## config.mk

```make
export PLATFORM = sky130hd
export DESIGN_NAME = npu_mem_loader
export DESIGN_NICKNAME = d
export VERILOG_FILES = /design/src/rtl/npu_pkg.sv /design/src/rtl/npu_skid_buf.sv /design/src/rtl/npu_mem_loader.sv
export SDC_FILE = /design/constraint.sdc
export NUM_CORES = 1
export LEC_CHECK = 0
export ABC_CLOCK_PERIOD_IN_PS = 2100
export BUFFER_PORTS_ARGS = -buffer_cell sky130_fd_sc_hd__buf_2
export CAP_MARGIN = 10
export CORE_MARGIN = 1.5
export CORE_UTILIZATION = 44
export CTS_BUF_LIST = sky130_fd_sc_hd__clkbuf_8
export DETAILED_ROUTE_END_ITERATION = 7
export GPL_TIMING_DRIVEN = 0
export PLACE_DENSITY = 0.82
export REMOVE_ABC_BUFFERS = 1
export SETUP_SLACK_MARGIN = 0.4
export SYNTH_ARGS = -nofsm -noshare
export SYNTH_HDL_FRONTEND = slang
export SYNTH_SLANG_ARGS = --single-unit
```

## constraint.sdc

```tcl
create_clock -name clk -period 2.1 [get_ports clk]
set_input_delay 0.315 -clock clk [delete_from_list [all_inputs] [get_ports clk]]
set_output_delay 0.315 -clock clk [all_outputs]
set_load 0.005 [all_outputs]
```

## src/rtl/npu_pkg.sv

```systemverilog
// Shared definitions for the NPU memory loader.
//   loader_state_t : FSM state encoding (IDLE, WRITE, READ, DONE)
//   NPU_AXI_WIDTH  : default memory data width
//   NPU_ADDR_W     : default NPU buffer word-index width
//   NPU_LEN_W      : default burst length field width
//   NPU_WEN_FULL   : byte-enable for a full-word write
package npu_pkg;

  localparam int NPU_AXI_WIDTH = 32;
  localparam int NPU_ADDR_W    = 6;
  localparam int NPU_LEN_W     = 7;

  localparam logic [3:0] NPU_WEN_FULL = 4'hF;

  typedef enum logic [1:0] {
    S_IDLE  = 2'd0,
    S_WRITE = 2'd1,
    S_READ  = 2'd2,
    S_DONE  = 2'd3
  } loader_state_t;

endpackage

```

## src/rtl/npu_skid_buf.sv

```systemverilog
// Two-entry FIFO that buffers read data returned by the NPU buffer so the
// read stream can be backpressured without losing words already in flight.
// Ports:
//   clk, rst            : clock, synchronous active-high flush
//   i_valid/o_ready/i_data  : push side
//   o_valid/i_ready/o_data  : pop side (o_data is 0 while empty)
//   o_count             : current occupancy (0..2)
module npu_skid_buf #(
  parameter int DATA_W = 32
) (
  input  logic              clk,
  input  logic              rst,
  input  logic              i_valid,
  output logic              o_ready,
  input  logic [DATA_W-1:0] i_data,
  output logic              o_valid,
  input  logic              i_ready,
  output logic [DATA_W-1:0] o_data,
  output logic [1:0]        o_count
);

  logic [DATA_W-1:0] r_mem [2];
  logic              r_wr_ptr;
  logic              r_rd_ptr;
  logic [1:0]        r_count;
  logic              w_push;
  logic              w_pop;

  assign o_ready = (r_count != 2'd2);
  assign o_valid = (r_count != 2'd0);
  assign o_data  = o_valid ? r_mem[r_rd_ptr] : '0;
  assign o_count = r_count;
  assign w_push  = i_valid && o_ready;
  assign w_pop   = o_valid && i_ready;

  always_ff @(posedge clk) begin
    if (rst) begin
      r_wr_ptr <= 1'b0;
      r_rd_ptr <= 1'b0;
      r_count  <= 2'd0;
    end else begin
      if (w_push) r_wr_ptr <= ~r_wr_ptr;
      if (w_pop)  r_rd_ptr <= ~r_rd_ptr;
      r_count <= r_count + {1'b0, w_push} - {1'b0, w_pop};
    end
  end

  // Storage is data only; occupancy alone decides what is valid.
  always_ff @(posedge clk) begin
    if (w_push) r_mem[r_wr_ptr] <= i_data;
  end

endmodule

```

## src/rtl/npu_mem_loader.sv

```systemverilog
// Burst loader between a command/stream interface and the SRAM-like port of
// an NPU buffer. Write bursts stream wr_data straight onto the memory port;
// read bursts issue requests and collect returned data in a 2-entry skid
// buffer that feeds the rd stream.
// Build option: NPU_LOADER_READBACK_EN builds the read path and skid buffer.
// Without it, read commands complete immediately with no memory access.
// Ports:
//   clk, rst_n                     : clock, synchronous active-high reset
//   cmd_valid/cmd_ready            : command handshake
//   cmd_rd, cmd_addr, cmd_len      : direction, start word, word count
//   wr_valid/wr_ready/wr_data      : write-data stream (in)
//   rd_valid/rd_ready/rd_data      : read-data stream (out)
//   busy, done                     : status, one-cycle completion pulse
//   req_o/wen_o/addr_o/wdata_o     : memory request port
//   rdata_i                        : memory read data, one cycle after request
module npu_mem_loader
  import npu_pkg::*;
#(
  parameter int AXI_WIDTH = NPU_AXI_WIDTH,
  parameter int ADDR_W    = NPU_ADDR_W,
  parameter int LEN_W     = NPU_LEN_W
) (
  input  logic                 clk,
  input  logic                 rst_n,
  input  logic                 cmd_valid,
  output logic                 cmd_ready,
  input  logic                 cmd_rd,
  input  logic [ADDR_W-1:0]    cmd_addr,
  input  logic [LEN_W-1:0]     cmd_len,
  input  logic                 wr_valid,
  output logic                 wr_ready,
  input  logic [AXI_WIDTH-1:0] wr_data,
  output logic                 rd_valid,
  input  logic                 rd_ready,
  output logic [AXI_WIDTH-1:0] rd_data,
  output logic                 busy,
  output logic                 done,
  output logic                 req_o,
  output logic [3:0]           wen_o,
  output logic [ADDR_W-1:0]    addr_o,
  output logic [AXI_WIDTH-1:0] wdata_o,
  input  logic [AXI_WIDTH-1:0] rdata_i
);

  loader_state_t        r_state;
  loader_state_t        w_state_nxt;
  logic [ADDR_W-1:0]    r_addr;
  logic [ADDR_W-1:0]    r_addr_hold;
  logic [AXI_WIDTH-1:0] r_wdata_hold;
  logic [LEN_W-1:0]     r_issue_left;
  logic [LEN_W-1:0]     r_accept_left;
  logic                 w_cmd_fire;
  logic                 w_wr_issue;
  logic                 w_rd_issue;
  logic                 w_rd_accept;

  assign w_cmd_fire = cmd_valid && cmd_ready;
  assign w_wr_issue = (r_state == S_WRITE) && wr_valid;

`ifdef NPU_LOADER_READBACK_EN
  logic                 r_rd_vld_p1;
  logic                 w_in_read;
  logic                 w_skid_in_ready;
  logic                 w_skid_out_valid;
  logic [AXI_WIDTH-1:0] w_skid_out_data;
  logic [1:0]           w_skid_count;
  logic [2:0]           w_occ;

  assign w_in_read   = (r_state == S_READ);
  assign w_rd_accept = w_in_read && w_skid_out_valid && rd_ready;
  // Credit for a word leaving the skid buffer this cycle is returned
  // immediately, which keeps the read stream at one word per cycle while
  // never letting in-flight plus buffered words exceed two.
  assign w_occ       = 3'(r_rd_vld_p1) + 3'(w_skid_count) - 3'(w_rd_accept);
  assign w_rd_issue  = w_in_read && (r_issue_left != '0) && (w_occ < 3'd2)
                       && w_skid_in_ready;
  assign rd_valid    = w_skid_out_valid;
  assign rd_data     = w_skid_out_data;

  // Stage p1: a request issued last cycle has its data on rdata_i now.
  // Clearing this on reset drops any read that returns after the abort.
  always_ff @(posedge clk) begin
    if (rst_n) r_rd_vld_p1 <= 1'b0;
    else       r_rd_vld_p1 <= w_rd_issue;
  end

  npu_skid_buf #(
    .DATA_W(AXI_WIDTH)
  ) u_skid (
    .clk     (clk),
    .rst     (rst_n),
    .i_valid (r_rd_vld_p1),
    .o_ready (w_skid_in_ready),
    .i_data  (rdata_i),
    .o_valid (w_skid_out_valid),
    .i_ready (w_in_read && rd_ready),
    .o_data  (w_skid_out_data),
    .o_count (w_skid_count)
  );
`else
  logic w_unused_rd;

  assign w_rd_issue  = 1'b0;
  assign w_rd_accept = 1'b0;
  assign rd_valid    = 1'b0;
  assign rd_data     = '0;
  assign w_unused_rd = ^{rd_ready, rdata_i};
`endif

  // Memory port: address/data are live only while issuing, otherwise the
  // last issued values are held.
  assign req_o   = w_wr_issue || w_rd_issue;
  assign wen_o   = w_wr_issue ? NPU_WEN_FULL : 4'h0;
  assign addr_o  = req_o ? r_addr : r_addr_hold;
  assign wdata_o = w_wr_issue ? wr_data : r_wdata_hold;

  always_ff @(posedge clk) begin
    if (rst_n) begin
      r_state <= S_IDLE;
    end else begin
      r_state <= w_state_nxt;
    end
  end

  always_comb begin
    w_state_nxt = r_state;
    cmd_ready   = 1'b0;
    wr_ready    = 1'b0;
    busy        = 1'b0;
    done        = 1'b0;
    unique case (r_state)
      S_IDLE: begin
        // Held low while reset is asserted so no command is taken then.
        cmd_ready = !rst_n;
        if (w_cmd_fire) begin
          if (cmd_len == '0) begin
            w_state_nxt = S_DONE;
          end else if (cmd_rd) begin
`ifdef NPU_LOADER_READBACK_EN
            w_state_nxt = S_READ;
`else
            w_state_nxt = S_DONE;
`endif
          end else begin
            w_state_nxt = S_WRITE;
          end
        end
      end
      S_WRITE: begin
        wr_ready = 1'b1;
        busy     = 1'b1;
        if (w_wr_issue && (r_issue_left == LEN_W'(1))) w_state_nxt = S_DONE;
      end
      S_READ: begin
        busy = 1'b1;
        if (w_rd_accept && (r_accept_left == LEN_W'(1))) w_state_nxt = S_DONE;
      end
      S_DONE: begin
        done        = 1'b1;
        w_state_nxt = S_IDLE;
      end
      default: w_state_nxt = S_IDLE;
    endcase
  end

  always_ff @(posedge clk) begin
    if (rst_n) begin
      r_addr        <= '0;
      r_addr_hold   <= '0;
      r_wdata_hold  <= '0;
      r_issue_left  <= '0;
      r_accept_left <= '0;
    end else begin
      if (w_cmd_fire) begin
        r_addr        <= cmd_addr;
        r_issue_left  <= cmd_len;
        r_accept_left <= cmd_len;
      end
      if (req_o) begin
        r_addr       <= r_addr + ADDR_W'(1);
        r_addr_hold  <= r_addr;
        r_issue_left <= r_issue_left - LEN_W'(1);
      end
      if (w_wr_issue)  r_wdata_hold  <= wr_data;
      if (w_rd_accept) r_accept_left <= r_accept_left - LEN_W'(1);
    end
  end

endmodule

```

==> impl_results.md, run 1 <==
- Fin util: 68.6%
- Tcrit/Tclk final: 87.4%
- WL per Instance: 13.7 um
- I/O Buffers: 96
- Period minus WS final: 1.84 ns
- CP Launch Type: flip-flop
- # hold bufs at CTS: 0
- Die area: 0.00650 mm2
- Most frequent cell after synthesis: nand2_1
- Clock Tree Buf Depth: 2
- Clk_lat worst skew: 0.30 ns
- Cells after Synth: 358
- Tot Pwr: 3.99 mW
- Worst min path class: primary input to flip-flop
- Power density over the cells: 990 mW/mm2
- Post-synth top area share: 40.0%
- H-Tree Depth: 2
- Final WL: 7.65 mm
- Synth top area cells: dfxtp_1 40%, nand2_1 17%, buf_4 10%, a21oi_1 9.6%, ha_1 3.8%
- Clock transition at path regs: 0.09 ns
- CP Class: flip-flop to primary output
- Highest clock rate: 545 MHz
- Synth area leader: dfxtp_1
- Critical Path AT: 1.52 ns
- DRT iter0 DRCs: 103
- Worst-margin pin slew: 0.590 ns
- Worst IR Drop VDD: 687 uV
- Max Slew Vio Count: 0
- Final nets: 573
- RSZ-0062 raised after global routing: true
- Vias/cell: 5.04
- Root buf cell: clkbuf_8
- Largest net degree at the start of global routing: 56
- Endpoints failing setup: 0
- CP endpoint kind: primary output
- Ys flop type: dfxtp_1
- GRT overflow: 0
- DR vias: 2812
- Starting Density: 45.0%
- TritonCTS clock tree: yes
- CTS Sinks: 53
- Antenna violations before repair: 0
- Sequential area share after synthesis: 40.0%
- DP HPWL: 3.97 mm
- Setup TNS: 0 ns
- Yosys reg bits: 53
- # diodes: 0
- P_leak: 2.03 nW
- Die width: 80.6 um
- Global-route wire length before repair: 10.9 mm
- IO Pins: 163
- Ys Warns: 0
- DRC Markers: 0
- GP Congestion: 0.839
- Core ar.: 0.00589 mm2
- Layout cell share with drive strength beyond 1: 46.2%
- Post-synth EDFFs: 0
- WP data required: 1.78 ns
- Clock Skew: 0.00753 ns
- MaxCap Viol Count: 0
- Crit path max fanout: 5
- Vias in the first global route: 2408
- GRT Util Overall: 21.6%
- Yosys cell types: 38
- Drt pass-1 iters: 4
- Mapped cell area: 0.00265 mm2
- Synth cell count leaders: 122 x nand2_1, 53 x dfxtp_1, 51 x a21oi_1
- Fraction of registers with async set/reset: 0%
- TritonCTS buffer count: 5
- Outcome: finished clean
- Die Ht: 80.6 um
- Post-route ant nets: 0
- Rows: 28
- Fin. Hold Viols: 0
- Syn avg cell area: 7.41 um2
- Slew HR: 60.7%
- Synth-to-layout area growth: 52.2%
==> path summary, 6_finish.rpt <==
kind / slack [ns] / end / from / cells past startpoint
worst max register to register: 0.28 / r_state[1] / r_issue_left[3] / 5
worst min-delay path: 0.26 / r_wdata_hold[17] / wr_data[17] / 3
worst max-delay path: 0.26 / wdata_o[10] / r_state[1] / 8
worst min register to register: 0.47 / r_wdata_hold[19] / r_wdata_hold[19] / 2
==> critical path, cell delays in order (launching register included) <==
cell	delay, ns
dfxtp_4	0.37
inv_4	0.06
ha_4	0.17
nand2_8	0.09
buf_12	0.17
buf_12	0.14
nand2_4	0.05
nand2_1	0.05
buf_2	0.12
==> through the flow <==
step	setup slack (ns)	instances	hold WS (ns)	cell area, um2
finish	0.264	558	0.256	4040
floorplan	-1.31	336	0.384	2430
global route	0.201	558	0.248	4040
CTS	0.290	545	0.245	3680
detailed placement	-0.793	508	0.456	3030
global placement	-2.48	507	0.450	3000
==> logic make-up (layout without fill, tap and decap cells) <==
kind of cell    after synthesis  count (layout)  synth area share (%)
flops                        53              53                  40.0
buf+inv                      62             153                  14.1
simple gates                151             153                  23.3
compound gates               83              83                  18.7
fa+ha+maj                     8               8                  3.78
other cells                   1              33                 0.141
==> layout by cell type (no fill, tap or decap), types with 3 or more instances in the layout <==
cell type and count:
a211oi_1 4, a21oi_1 48, a21oi_2 3, buf_12 5
buf_16 4, buf_2 91, buf_4 22, buf_6 9
clkbuf_8 5, conb_1 33, dfxtp_1 49, dfxtp_4 3
ha_1 6, inv_1 7, inv_16 3, nand2_1 66
nand2_2 34, nand2_4 23, nor2_1 10, nor2_4 3
nor3_1 3, o21ai_0 6, o21ai_1 4
==> routing by layer <==
| layer | global-route usage, % | wire length (um) |
|---|---|---|
| met1 | 26.2 | 3230 |
| met2 | 37.5 | 3920 |
| met3 | 4.66 | 430 |
| met4 | 7.07 | 66 |
| met5 | 0 | 0 |
==> final cells by class <==
class / count / area [um2]
Tap cell: 75 / 93.8
Timing Repair Buffer: 132 / 947
Fill cell: 491 / 1850
Sequential cell: 53 / 1070
Inverter: 8 / 48.8
Clock inverter: 3 / 17.5
Clock buffer: 5 / 68.8
Timing Repair inverter: 5 / 90.1
Multi-Input combinational cell: 277 / 1700
==> power breakdown <==
group | leakage, nW | internal, mW | switching, mW
Combinational | 1.55 | 1.02 | 1.09
Clock | 0.0497 | 0.234 | 0.330
Sequential | 0.433 | 1.18 | 0.147
Total | 2.03 | 2.43 | 1.56
==> timing repair <==
action	in CTS	in global routing
setup buffers	22	10
gates cloned	7	3
gates resized for setup	73	71
endpoints found under the setup margin	97	58
pin swaps	23	27
==> sequential cells by signal (all words and copies together), names as in the netlist <==
signal / flops
r_addr: 6
r_addr_hold: 6
r_issue_left: 7
r_state: 2
r_wdata_hold: 32
Power figures use the tool's default switching activity.
==> inputs of run 2 (changes only) <==
Settings changed: PLACE_DENSITY 0.82 to 0.79.
==> run 2 against run 1 <==
Effect of this change:
- hold slack got worse by 0.0014 ns
- clock skew rose by 0.0025 ns
- utilization fell by 5.1 points
- clock power up 44%
- cell count decreased by 2.9%
==> impl_results.md, run 2 (same netlist as run 1, synthesis figures left out) <==
- Outcome: finished clean (unchanged)
- Max Used Layer: met4 (unchanged)
- WL per Instance: 12.9 um (was 13.7 um)
- Top flop regs: r_wdata_hold (32), r_issue_left (7) (unchanged)
- Endpoints failing setup: 0 (unchanged)
- Highest clock rate: 544 MHz (was 545 MHz)
- Slowest cell on crit path: dfxtp_4 (unchanged)
- # fillers: 534 (was 491)
- WP data required: 1.78 ns (about the same)
- CP endpoint kind: primary output (unchanged)
- I/O Buffers: 96 (unchanged)
- WHS: 0.254 ns (was 0.256 ns)
- Crit Reg-Reg Startpoint: r_state[0] (was r_issue_left[3])
- Antenna violations before repair: 0 (unchanged)
- DR vias: 2743 (was 2812)
- Setup TNS: 0 ns (unchanged)
- Tcrit/Tclk final: 87.6% (was 87.4%)
- WL met3: 554 um (was 430 um)
- Final worst slack: 0.261 ns (was 0.264 ns)
- Crit-path most repeated cell: nand2_1 (was buf_12)
- Sequential Power Share: 32.8% (was 33.3%)
- Worst min path class: primary input to flip-flop (unchanged)
- CTS Sinks: 53 (unchanged)
- Final nets: 557 (was 573)
- Final WL: 7.01 mm (was 7.65 mm)
- DRC Markers: 0 (unchanged)
- FF-to-FF path depth: 7 (was 5)
- Design Area, Final: 0.00373 mm2 (was 0.00404 mm2)
- DRT iter0 DRCs: 122 (was 103)
- Layout cell share with drive strength beyond 1: 41.1% (was 46.2%)
- Crit-path max cell delay: 0.40 ns (was 0.37 ns)
- Internal: 2.53 mW (was 2.43 mW)
- Slew HR: 61.6% (was 60.7%)
- Worst reg-to-reg setup slack: 0.38 ns (was 0.28 ns)
- TritonCTS clock tree: yes (unchanged)
- Placed Area: 0.00303 mm2 (about the same)
- Core ar.: 0.00589 mm2 (unchanged)
- Die width: 80.6 um (unchanged)
- Vias in the first global route: 2209 (was 2408)
- Worst-path cell chain: ha_4 > nand2_8 > buf_16 > inv_12 > nand2_1 > nand2_1 > buf_2 (was inv_4 > ha_4 > nand2_8 > buf_12 > buf_12 > nand2_4 > nand2_1 > buf_2)
- Drt pass-1 iters: 5 (was 4)
- TritonCTS buffer count: 5 (unchanged)
- Clk_lat worst skew: 0.31 ns (was 0.30 ns)
- MaxCap Viol Count: 0 (unchanged)
- Fin util: 63.4% (was 68.6%)
- Combinational share of power: 46.5% (was 52.6%)
- Critical path launch point: r_state[0] (was r_state[1])
- Clock Skew: 0.00999 ns (was 0.00753 ns)
- IO Pins: 163 (unchanged)
- Worst-margin pin slew: 0.577 ns (was 0.590 ns)
- Clock Tree Buf Depth: 2 (unchanged)
- Synth-to-layout area growth: 40.8% (was 52.2%)
- DP HPWL: 3.75 mm (was 3.97 mm)
- Vias/cell: 5.06 (was 5.04)
- Most frequent cells in the layout: 95 x buf_2, 78 x nand2_1, 49 x a21oi_1, 49 x dfxtp_1, 42 x nand2_2 (was 91 x buf_2, 66 x nand2_1, 49 x dfxtp_1)
- Period minus WS final: 1.84 ns (about the same)
- Die Ht: 80.6 um (unchanged)
- Rows: 28 (unchanged)
- Post-route ant nets: 0 (unchanged)
- Fin. Hold Viols: 0 (unchanged)
- Critical Path AT: 1.52 ns (about the same)
- Placed cells: 508 (unchanged)
- # diodes: 0 (unchanged)
- Final Non-Filler Cells: 542 (was 558)
- Crit path max fanout: 13 (was 5)
- Worst IR Drop VDD: 706 uV (was 687 uV)
- Tot Pwr: 3.93 mW (was 3.99 mW)
- Global-route wire length before repair: 10.2 mm (was 10.9 mm)
- Power density over the cells: 1050 mW/mm2 (was 990 mW/mm2)
- Wire length on met1: 2.81 mm (was 3.23 mm)
- GP Congestion: 0.856 (was 0.839)
- GRT Util Overall: 20.5% (was 21.6%)
- CP Class: flip-flop to primary output (unchanged)
- Die area: 0.00650 mm2 (unchanged)
- P_leak: 1.93 nW (was 2.03 nW)
- # hold bufs at CTS: 0 (unchanged)
- Reg-to-reg endpoint: r_issue_left[6] (was r_state[1])
- Psw: 1.40 mW (was 1.56 mW)
- Commonest non-fill, non-tap cell in the layout: buf_2 (unchanged)
- CP Launch Type: flip-flop (unchanged)
- Max FFs per register: 32 (unchanged)
- Sw Share: 35.7% (was 39.1%)
- Setup WS pre-CTS: -0.757 ns (was -0.793 ns)
- Clock transition at path regs: 0.10 ns (was 0.09 ns)
- Met2 wire length: 3.52 mm (was 3.92 mm)
- Clock Power Share: 20.6% (was 14.1%)
- Max Slew Vio Count: 0 (unchanged)
- Root buf cell: clkbuf_8 (unchanged)
- CP endpoint: wdata_o[2] (was wdata_o[10])
- RSZ-0062 raised after global routing: true (unchanged)
- Reg with most FFs: r_wdata_hold (unchanged)
- H-Tree Depth: 2 (unchanged)
- Starting Density: 45.0% (unchanged)
- Largest net degree at the start of global routing: 56 (unchanged)
- GRT overflow: 0 (unchanged)
-- run 2: per-layer routing --
layer / track usage (%) / vias up
li1: - / 1348
met1: 25.1 / 1260
met2: 35.2 / 122
met3: 5.11 / 13
met4: 5.86 / 0
met5: 0 / -
-- run 2: area by class of cell --
cell class	instances	area (um2)	area share, %
Multi-Input combinational cell	276	1530	41.0
Clock inverter	3	65.1	1.74
Tap cell	75	93.8	2.51
Clock buffer	5	68.8	1.84
Sequential cell	53	1070	28.7
Inverter	8	46.3	1.24
Timing Repair Buffer	119	812	21.7
Timing Repair inverter	3	47.5	1.27
-- run 2: critical path: cells and delay by family (launching register included) --
kind	cells	cell delay, ns
buffers and inverters	3	0.41
adders and majority gates	1	0.18
and+or+nand+nor	3	0.22
DFF	1	0.40
-- run 2: worst min path at each step --
| stage | startpoint | to | slack [ns] | cells after the start |
|---|---|---|---|---|
| floorplan | rst_n | r_addr[2] | 0.38 | 1 |
| finish | wr_data[13] | r_wdata_hold[13] | 0.25 | 3 |
| detailed placement | r_wdata_hold[9] | r_wdata_hold[9] | 0.46 | 2 |
| CTS | wr_data[6] | r_wdata_hold[6] | 0.25 | 3 |
| global placement | r_addr_hold[5] | r_addr_hold[5] | 0.45 | 2 |
| global route | wr_data[21] | r_wdata_hold[21] | 0.25 | 3 |
-- run 2: what timing repair did --
| item | CTS | global route |
|---|---|---|
| setup buffers | 8 | 9 |
| cloned | 7 | 2 |
| resized for setup | 41 | 41 |
| endpoints found under the setup margin | 95 | 54 |
| pin swaps | 4 | 11 |
-- run 2: power groups by stage --
stage | clock (mW) | sequential (mW) | combinational [mW]
after CTS | 0.826 | 1.28 | 1.55
after global placement | 0 | 1.29 | 1.11
final | 0.811 | 1.29 | 1.83
after global routing | 0.874 | 1.31 | 2.00
after floorplan | 0 | 1.27 | 0.731
after detailed placement | 0 | 1.30 | 1.15
